$ cat config.mk
export PLATFORM = sky130hd
export DESIGN_NAME = ps2_keyq
export DESIGN_NICKNAME = d
export VERILOG_FILES = /design/src/rtl/ps2_keyq.sv
export SDC_FILE = /design/constraint.sdc
export NUM_CORES = 1
export LEC_CHECK = 0
export BUFFER_PORTS_ARGS = -buffer_cell sky130_fd_sc_hd__buf_2
export CAP_MARGIN = 20
export CELL_PAD_IN_SITES_DETAIL_PLACEMENT = 1
export CELL_PAD_IN_SITES_GLOBAL_PLACEMENT = 2
export CORE_ASPECT_RATIO = 0.7
export CORE_MARGIN = 4
export CORE_UTILIZATION = 37
export CTS_CLUSTER_DIAMETER = 60
export DETAILED_ROUTE_END_ITERATION = 10
export GPL_TIMING_DRIVEN = 0
export PLACE_DENSITY = 0.83
export SLEW_MARGIN = 40
export SYNTH_ARGS = -nofsm -noshare
export SYNTH_HDL_FRONTEND = slang
export SYNTH_SLANG_ARGS = --single-unit
$ cat constraint.sdc
create_clock -name clk -period 3.1 [get_ports clk]
set_input_delay 0.155 -clock clk [delete_from_list [all_inputs] [get_ports clk]]
set_output_delay 0.155 -clock clk [all_outputs]
set_load 0.005 [all_outputs]
$ cat src/rtl/ps2_keyq.sv
// Keystroke queue behind the PS/2 receiver: captures key words, acks them,
// optionally translates set-2 codes to ASCII and buffers them for the CPU.
module ps2_keyq #(
  parameter int DEPTH_LOG2 = 3,
  parameter bit XLATE      = 1'b1
) (
  input  logic                  clk,
  input  logic                  rst,
  input  logic [8:0]            kin,
  output logic                  kack,
  input  logic                  rd,
  output logic [7:0]            dout,
  output logic                  empty,
  output logic                  full,
  output logic [DEPTH_LOG2:0]   count,
  output logic                  ovf,
  input  logic                  clr_ovf
);

  localparam int DEPTH = 1 << DEPTH_LOG2;

  localparam logic [1:0] S_IDLE = 2'd0;
  localparam logic [1:0] S_XLAT = 2'd1;
  localparam logic [1:0] S_ACK  = 2'd2;
  localparam logic [1:0] S_WAIT = 2'd3;

  localparam logic [DEPTH_LOG2-1:0] PTR_ONE  = DEPTH_LOG2'(1);
  localparam logic [DEPTH_LOG2:0]   CNT_ONE  = (DEPTH_LOG2+1)'(1);
  localparam logic [DEPTH_LOG2:0]   CNT_FULL = (DEPTH_LOG2+1)'(DEPTH);

  logic [1:0]            state_q, state_d;
  logic [7:0]            code_q, code_d;
  logic [DEPTH_LOG2-1:0] wptr_q, wptr_d;
  logic [DEPTH_LOG2-1:0] rptr_q, rptr_d;
  logic [DEPTH_LOG2:0]   cnt_q, cnt_d;
  logic                  empty_q, empty_d;
  logic                  full_q, full_d;
  logic                  ovf_q, ovf_d;
  logic [7:0]            mem_q [DEPTH];

  logic [7:0] asc;
  logic       hit;
  logic [7:0] wval;
  logic       wok;
  logic       push_req;
  logic       push;
  logic       pop;
  logic       lost;

  always_comb begin
    asc = 8'h00;
    hit = 1'b1;
    case (code_q)
      8'h1C: asc = 8'h61;
      8'h32: asc = 8'h62;
      8'h21: asc = 8'h63;
      8'h23: asc = 8'h64;
      8'h24: asc = 8'h65;
      8'h2B: asc = 8'h66;
      8'h34: asc = 8'h67;
      8'h33: asc = 8'h68;
      8'h43: asc = 8'h69;
      8'h3B: asc = 8'h6A;
      8'h42: asc = 8'h6B;
      8'h4B: asc = 8'h6C;
      8'h3A: asc = 8'h6D;
      8'h31: asc = 8'h6E;
      8'h44: asc = 8'h6F;
      8'h4D: asc = 8'h70;
      8'h15: asc = 8'h71;
      8'h2D: asc = 8'h72;
      8'h1B: asc = 8'h73;
      8'h2C: asc = 8'h74;
      8'h3C: asc = 8'h75;
      8'h2A: asc = 8'h76;
      8'h1D: asc = 8'h77;
      8'h22: asc = 8'h78;
      8'h35: asc = 8'h79;
      8'h1A: asc = 8'h7A;
      8'h45: asc = 8'h30;
      8'h16: asc = 8'h31;
      8'h1E: asc = 8'h32;
      8'h26: asc = 8'h33;
      8'h25: asc = 8'h34;
      8'h2E: asc = 8'h35;
      8'h36: asc = 8'h36;
      8'h3D: asc = 8'h37;
      8'h3E: asc = 8'h38;
      8'h46: asc = 8'h39;
      8'h29: asc = 8'h20;
      8'h5A: asc = 8'h0D;
      8'h66: asc = 8'h08;
      default: hit = 1'b0;
    endcase
    wval = XLATE ? asc : code_q;
    wok  = XLATE ? hit : 1'b1;
  end

  always_comb begin
    push_req = (state_q == S_XLAT) && wok;
    pop      = rd && !empty_q;
    // A pop in the same cycle frees the slot a full FIFO needs.
    push     = push_req && (!full_q || pop);
    lost     = push_req && full_q && !pop;

    wptr_d = push ? wptr_q + PTR_ONE : wptr_q;
    rptr_d = pop ? rptr_q + PTR_ONE : rptr_q;

    cnt_d = cnt_q;
    if (push && !pop)
      cnt_d = cnt_q + CNT_ONE;
    else if (pop && !push)
      cnt_d = cnt_q - CNT_ONE;

    empty_d = (cnt_d == '0);
    full_d  = (cnt_d == CNT_FULL);

    ovf_d = ovf_q;
    if (lost)
      ovf_d = 1'b1;
    else if (clr_ovf)
      ovf_d = 1'b0;

    state_d = state_q;
    code_d  = code_q;
    case (state_q)
      S_IDLE: begin
        if (kin[8]) begin
          code_d  = kin[7:0];
          state_d = S_XLAT;
        end
      end
      S_XLAT:  state_d = S_ACK;
      S_ACK:   state_d = S_WAIT;
      default: begin
        if (!kin[8])
          state_d = S_IDLE;
      end
    endcase
  end

  always_ff @(posedge clk) begin
    if (rst) begin
      state_q <= S_IDLE;
      code_q  <= 8'h00;
      wptr_q  <= '0;
      rptr_q  <= '0;
      cnt_q   <= '0;
      empty_q <= 1'b1;
      full_q  <= 1'b0;
      ovf_q   <= 1'b0;
    end else begin
      state_q <= state_d;
      code_q  <= code_d;
      wptr_q  <= wptr_d;
      rptr_q  <= rptr_d;
      cnt_q   <= cnt_d;
      empty_q <= empty_d;
      full_q  <= full_d;
      ovf_q   <= ovf_d;
    end
  end

  always_ff @(posedge clk) begin
    if (!rst && push)
      mem_q[wptr_q] <= wval;
  end

  assign kack  = (state_q == S_ACK);
  assign dout  = empty_q ? 8'h00 : mem_q[rptr_q];
  assign empty = empty_q;
  assign full  = full_q;
  assign count = cnt_q;
  assign ovf   = ovf_q;

endmodule
==> flow_summary.json, run 1 <==
{
  "place_area_um2": 4510,
  "synth_most_common_cell": "edfxtp_1",
  "p_leak_nw": 1.79,
  "grt_start_max_net_pins": 15,
  "yosysSeqAreaShare_pct": 53.3,
  "fin_worst_skew_ps": 6.44,
  "dpl.hpwl_mm": 8.15,
  "dr.pass1.iters": 4,
  "r2r-end": "mem_q[6][0]",
  "dp_slack_ps": -713,
  "reg2reg_from": "code_q[6]",
  "hp-class": "in -> reg",
  "reg2regPathDepth": 11,
  "antenna_found_initial": 0,
  "die_w_um": 134,
  "cts.reportedPaths.clkPinSlew_ps": 60,
  "crit_type": "reg -> reg",
  "drtAntennaViolNets": 0,
  "synth_commonest_cells": "56 x edfxtp_1, 41 x nand2_1, 36 x nor2_1",
  "wl_mm": 11.7,
  "period_minus_slack_ps": 3010,
  "cts_buffers": 9,
  "cp_slowest_cell": "or4b_4",
  "synth-async-reset-ratio_pct": 0,
  "drt-initial-drc-count": 252,
  "die_h_um": 96.4,
  "crit_top_cell": "buf_6",
  "vias": 3135,
  "grt_pass1_vias": 3345,
  "clockBufferDepth": 2,
  "num_rows": 31,
  "synthToLayoutAreaGrowth_pct": 23.6,
  "ir_worst_vdd_uv": 299,
  "setup_viol": 0,
  "final_nets": 437,
  "cts-root-buf": "clkbuf_16",
  "initial_core_util_pct": 38.9,
  "post-route-period-util_pct": 97.2,
  "ys_top_cells_by_area": "edfxtp_1 41%, dfxtp_1 13%, mux4_2 7.6%",
  "cp.arrival_ps": 3060,
  "critPathLaunchType": "flip-flop",
  "clock_latency_ps": 340,
  "grt-ovfl-total": 0,
  "hold_viol": 0,
  "report.final.slew_viol_count": 0,
  "power_mw": 2.94,
  "numPlacedInstances": 541,
  "dieArea_um2": 12900,
  "relSlewSlack_pct": 45.4,
  "synth_top_area_cell": "edfxtp_1",
  "wire_per_inst_um": 20.5,
  "clock-sinks": 82,
  "path_max_fanout": 10,
  "synth_edf_count": 56,
  "max_stage_delay_ps": 520,
  "final_cells": 570,
  "viasPerCell": 5.50,
  "required_ps": 3150,
  "syn_area_um2": 4130,
  "worstHoldStart": "kin[1]",
  "critPathBufInv": 3,
  "yosysTopAreaCellShare_pct": 40.7,
  "synthFlopType": "edfxtp_1",
  "outcome": "finished clean",
  "p_per_area_nw_per_um2": 576,
  "syn_avg_cell_area_um2": 11.3,
  "max_freq_mhz": 332,
  "coreArea_um2": 10600,
  "final.setup.worst_slack_ps": 88.1,
  "worst_hold_slack_ps": 49.3,
  "stdcell_area_um2": 5100,
  "numPortBuffers": 27,
  "synth_nets": 384,
  "h-tree-depth": 3,
  "min_to": "code_q[1]",
  "ios": 29,
  "hold_depth": 3,
  "yosysUniqueCellTypes": 57,
  "tightestPinTransition_ps": 819,
  "ff2ff_setup_slack_ps": 90,
  "antenna-diode-count": 0,
  "cp-end-kind": "flip-flop",
  "post_synth_inst_count": 364,
  "grt_use_total_pct": 18.9,
  "path_cells": "buf_6, or4b_4, a211oi_2, nor3_2, nand4_1, o21ai_4, nand2b_4, buf_6, or2_4, nor4_4, buf_6",
  "cap_violations": 0,
  "drc": 0,
  "synth_seq_cells": 82,
  "ctsHoldBuffers": 0,
  "crit_family": "simple AND/OR/NAND/NOR gates",
  "layout-drive-gt1-share_pct": 27.3,
  "gp_routability_congestion": 0.987,
  "grt_pass1_wl_mm": 18.4,
  "cts_tree": "yes",
  "yosysWarnings": 0
}
## state kept, by name, indices dropped and copies added, names as in the netlist, named ones only
name	cells
code_q	8
count	4
empty	1
full	1
mem_q	56
ovf	1
rptr_q	3
state_q	2
wptr_q	3
## metal layers
layer  wire [um]  share of wire [%]  global-route usage [%]  up-vias
met5           0                  0                       0        -
met4         150                1.3                    5.59        0
met3         807                6.9                    5.18       14
met2        5400                 46                    30.2      113
met1        5310                 45                    25.6     1554
li1            -                  -                       -     1454
## power by group
group / leakage, nW / total [mW] / switching (mW) / internal [mW]
clock: 0.122 / 0.980 / 0.433 / 0.547
combinational: 0.923 / 0.675 / 0.390 / 0.285
sequential: 0.747 / 1.29 / 0.0613 / 1.23
## layout by cell type (no fill, tap or decap), drive strengths merged, types with 11 or more instances in the layout
cell type,count
a21oi,21
buf,57
clkbuf,20
dfxtp,26
edfxtp,56
inv,13
mux2i,14
mux4,14
nand2,41
nand2b,16
nor2,36
o21ai,11
## worst register-to-register path, cell delays in order, from the launching register on
cell and delay, ps:
dfxtp_1 380, buf_6 180, or4b_4 520, a211oi_2 260
nor3_2 110, nand4_1 190, o21ai_4 90, nand2b_4 140
buf_6 140, or2_4 310, nor4_4 210, buf_6 190
## worst max path at each step
stage                   start           to  slack [ps]  cells after the start
global route        code_q[6]  mem_q[6][3]         -30                     11
detailed placement  code_q[4]  mem_q[7][5]        -710                     10
CTS                 code_q[4]  mem_q[3][6]           3                     10
global placement    code_q[4]  mem_q[5][5]       -1270                      9
finish              code_q[6]  mem_q[6][0]          90                     11
floorplan           code_q[6]  mem_q[3][0]          -8                     10
## what timing repair did
action,CTS,global route
resized for setup,20,22
endpoints found under the setup margin,55,57
gates cloned,0,0
buffers inserted,7,6
pin swaps,7,7
## metrics by stage
step | setup TNS [ps] | utilization (%)
5_1_grt | -200 | 48.0
6_report | 0 | 48.0
3_5_place_dp | -29880 | 42.4
3_3_place_gp | -51640 | 41.9
2_1_floorplan | -107 | -
4_1_cts | 0 | 46.8
## logic make-up (layout without fill, tap and decap cells)
kind of cell | count (synthesis) | in the layout | synth area share, %
other cells | 1 | 1 | 0.0908
simple gates | 139 | 139 | 17.6
compound gates | 62 | 62 | 10.0
fa+ha+maj | 7 | 7 | 2.12
flops | 82 | 82 | 53.3
xor+xnor | 9 | 9 | 1.91
mux | 28 | 28 | 11.0
buf+inv | 36 | 94 | 3.88
## layout make-up
type                    instances  area (um2)
repair buffers                 42         299
plain buffers                  24         145
clock inverters                 5        40.0
multi-input cells             246        1950
well taps                     148         185
inverters                      12        45.0
clock buffers                  11         233
fillers                      1174        5520
flip-flops and latches         82        2210
No activity file was read; power rests on OpenSTA's default activity.
==> run 2: changes to the inputs <==
--- a/config.mk
+++ b/config.mk
@@ -6,16 +6,17 @@
 export NUM_CORES = 1
 export LEC_CHECK = 0
 export BUFFER_PORTS_ARGS = -buffer_cell sky130_fd_sc_hd__buf_2
-export CAP_MARGIN = 20
+export CAP_MARGIN = 25
 export CELL_PAD_IN_SITES_DETAIL_PLACEMENT = 1
 export CELL_PAD_IN_SITES_GLOBAL_PLACEMENT = 2
 export CORE_ASPECT_RATIO = 0.7
 export CORE_MARGIN = 4
-export CORE_UTILIZATION = 37
+export CORE_UTILIZATION = 44
 export CTS_CLUSTER_DIAMETER = 60
 export DETAILED_ROUTE_END_ITERATION = 10
 export GPL_TIMING_DRIVEN = 0
-export PLACE_DENSITY = 0.83
+export PLACE_DENSITY = 0.92
+export RECOVER_POWER = 25
 export SLEW_MARGIN = 40
 export SYNTH_ARGS = -nofsm -noshare
 export SYNTH_HDL_FRONTEND = slang
==> constraint.sdc (replaced) <==
create_clock -name clk -period 3.9 [get_ports clk]
set_input_delay 0.195 -clock clk [delete_from_list [all_inputs] [get_ports clk]]
set_output_delay 0.195 -clock clk [all_outputs]
set_load 0.005 [all_outputs]
==> run 2 against run 1 <==
Effect of this change:
- core utilization is 4.2 points higher
- register-to-register slack better by 160 ps
- sequential power is 21% lower
- critical path type unchanged
- critical endpoint is now mem_q[1][3]
- largest power group unchanged
- highest routed layer unchanged
==> flow_summary.json, run 2 (synthesized netlist as in run 1, its figures left out) <==
{
  "wl_mm": 10.4,
  "num_rows": 29,
  "final_nets": 424,
  "multi_input_area_um2": 1810,
  "drtAntennaViolNets": 0,
  "initial_core_util_pct": 45.3,
  "cp-end-kind": "flip-flop",
  "final_cell_mix": "56 x edfxtp_1, 41 x nand2_1, 36 x nor2_1, 28 x buf_2, 26 x dfxtp_1",
  "die_h_um": 89.1,
  "grt_pass1_vias": 3032,
  "hp-class": "in -> reg",
  "required_ps": 3870,
  "rsz0062_at_grt": "false",
  "cts-root-buf": "clkbuf_16",
  "sw_frac_of_total_pct": 29.8,
  "path_cells": "buf_2, nand4bb_1, nor4b_1, a31oi_1, o2111ai_2, o21ai_4, nand2b_4, buf_6, or3_1, nor2_1",
  "cp_slowest_cell": "nor2_1",
  "dr.pass1.iters": 4,
  "crit_type": "reg -> reg",
  "ff_latch_area_um2": 2200,
  "max_stage_delay_ps": 650,
  "clkPwrFrac_pct": 34.7,
  "vias": 3083,
  "drt-initial-drc-count": 263,
  "max_freq_mhz": 273,
  "grt_use_total_pct": 20.0,
  "path_max_fanout": 10,
  "ios": 29,
  "numPortBuffers": 27,
  "dieArea_um2": 11000,
  "post-route-period-util_pct": 93.8,
  "critPathBufInv": 2,
  "relSlewSlack_pct": 44.9,
  "final_common_cell": "edfxtp_1",
  "ctsHoldBuffers": 0,
  "hold_viol": 0,
  "dp_slack_ps": 185,
  "viasPerCell": 5.78,
  "cp.arrival_ps": 3620,
  "wire_per_inst_um": 19.4,
  "combinationalPowerShare_pct": 21.6,
  "h-tree-depth": 3,
  "cts_tree": "yes",
  "clock_latency_ps": 350,
  "synthToLayoutAreaGrowth_pct": 15.1,
  "worst_hold_slack_ps": 102,
  "largest_reg_flops": 56,
  "period_minus_slack_ps": 3660,
  "clockBufferDepth": 2,
  "gp_routability_congestion": 0.885,
  "setup_viol": 0,
  "p_int_mw": 1.63,
  "outcome": "finished clean",
  "p_leak_nw": 1.65,
  "coreArea_um2": 9110,
  "largest-register": "mem_q",
  "layout-drive-gt1-share_pct": 19.3,
  "final.setup.worst_slack_ps": 244,
  "cap_violations": 0,
  "antenna-diode-count": 0,
  "crit_family": "simple AND/OR/NAND/NOR gates",
  "drc": 0,
  "power_mw": 2.33,
  "report.final.slew_viol_count": 0,
  "cts_buffers": 9,
  "p_per_area_nw_per_um2": 489,
  "die_w_um": 124,
  "fillers": 991,
  "critPathLaunchType": "flip-flop",
  "cts.reportedPaths.clkPinSlew_ps": 60,
  "power.switching_uw": 692,
  "tightestPinTransition_ps": 824,
  "grt_start_max_net_pins": 16,
  "grt_pass1_wl_mm": 16.4,
  "dpl.hpwl_mm": 7.50,
  "clock-sinks": 82,
  "fin_worst_skew_ps": 9.40,
  "ir_worst_vdd_uv": 226,
  "grt-ovfl-total": 0,
  "antenna_found_initial": 0,
  "sequentialPowerShare_pct": 43.8
}
## run 2: cell types whose count changed in the layout (fill, tap and decap cells not counted), moves of 3 or more
| cell | change |
|---|---|
| buf_12 | -4 |
| buf_4 | -8 |
| dfxtp_1 | +3 |
| clkbuf_1 | +9 |
| buf_2 | -4 |
| buf_6 | -5 |
| nor3_4 | -4 |
## run 2: cell type report
| type | instances | share of cell area, % |
|---|---|---|
| sequential | 82 | 46.3 |
| multi-input combinational | 246 | 38.1 |
| clock buffer | 10 | 5.03 |
| tap | 124 | 3.26 |
| timing repair buffer | 29 | 2.90 |
| buffer | 24 | 2.45 |
| clock inverter | 6 | 1.00 |
| inverter | 12 | 0.948 |
## run 2: power by group through the flow
stage	Combinational, mW	Sequential, mW	Clock [mW]
after floorplan	0.357	1.03	0
after global placement	0.489	1.03	0
after detailed placement	0.504	1.04	0
after CTS	0.507	1.02	0.814
after global routing	0.555	1.02	0.861
final	0.502	1.02	0.806
## run 2: per-stage QoR
step                cells  area, um2  setup TNS [ps]  util (%)
floorplan             364       4130               0         -
global placement      515       4420          -10740      48.5
detailed placement    517       4470               0      49.1
CTS                   533       4760               0      52.2
global route          533       4750               0      52.2
finish                533       4750               0      52.2
## run 2: repair_timing
item,4_1_cts,5_1_grt
setup endpoints to repair,0,25
setup buffers,0,0
resized for setup,0,1
## run 2: routing by layer
layer / vias to the layer above / global-route usage (%) / share of wire, %
li1: 1428 / - / -
met1: 1533 / 28.3 / 46
met2: 111 / 31.0 / 46
met3: 11 / 4.93 / 6.4
met4: 0 / 5.33 / 0.94
met5: - / 0 / 0
## run 2: path summary, 6_finish.rpt
kind | from | end | slack [ps] | cells after the start
worst max-delay path | code_q[7] | mem_q[1][3] | 240 | 10
worst min register to register | rptr_q[1] | flip-flop | 500 | 2
worst max register to register | code_q[7] | mem_q[1][3] | 240 | 10
worst min-delay path | kin[7] | code_q[7] | 100 | 3
## run 2: worst reg2reg max path: stages (launching register included)
cell	delay (ps)
dfxtp_1	300
buf_2	180
nand4bb_1	390
nor4b_1	390
a31oi_1	160
o2111ai_2	320
o21ai_4	220
nand2b_4	190
buf_6	130
or3_1	360
nor2_1	650
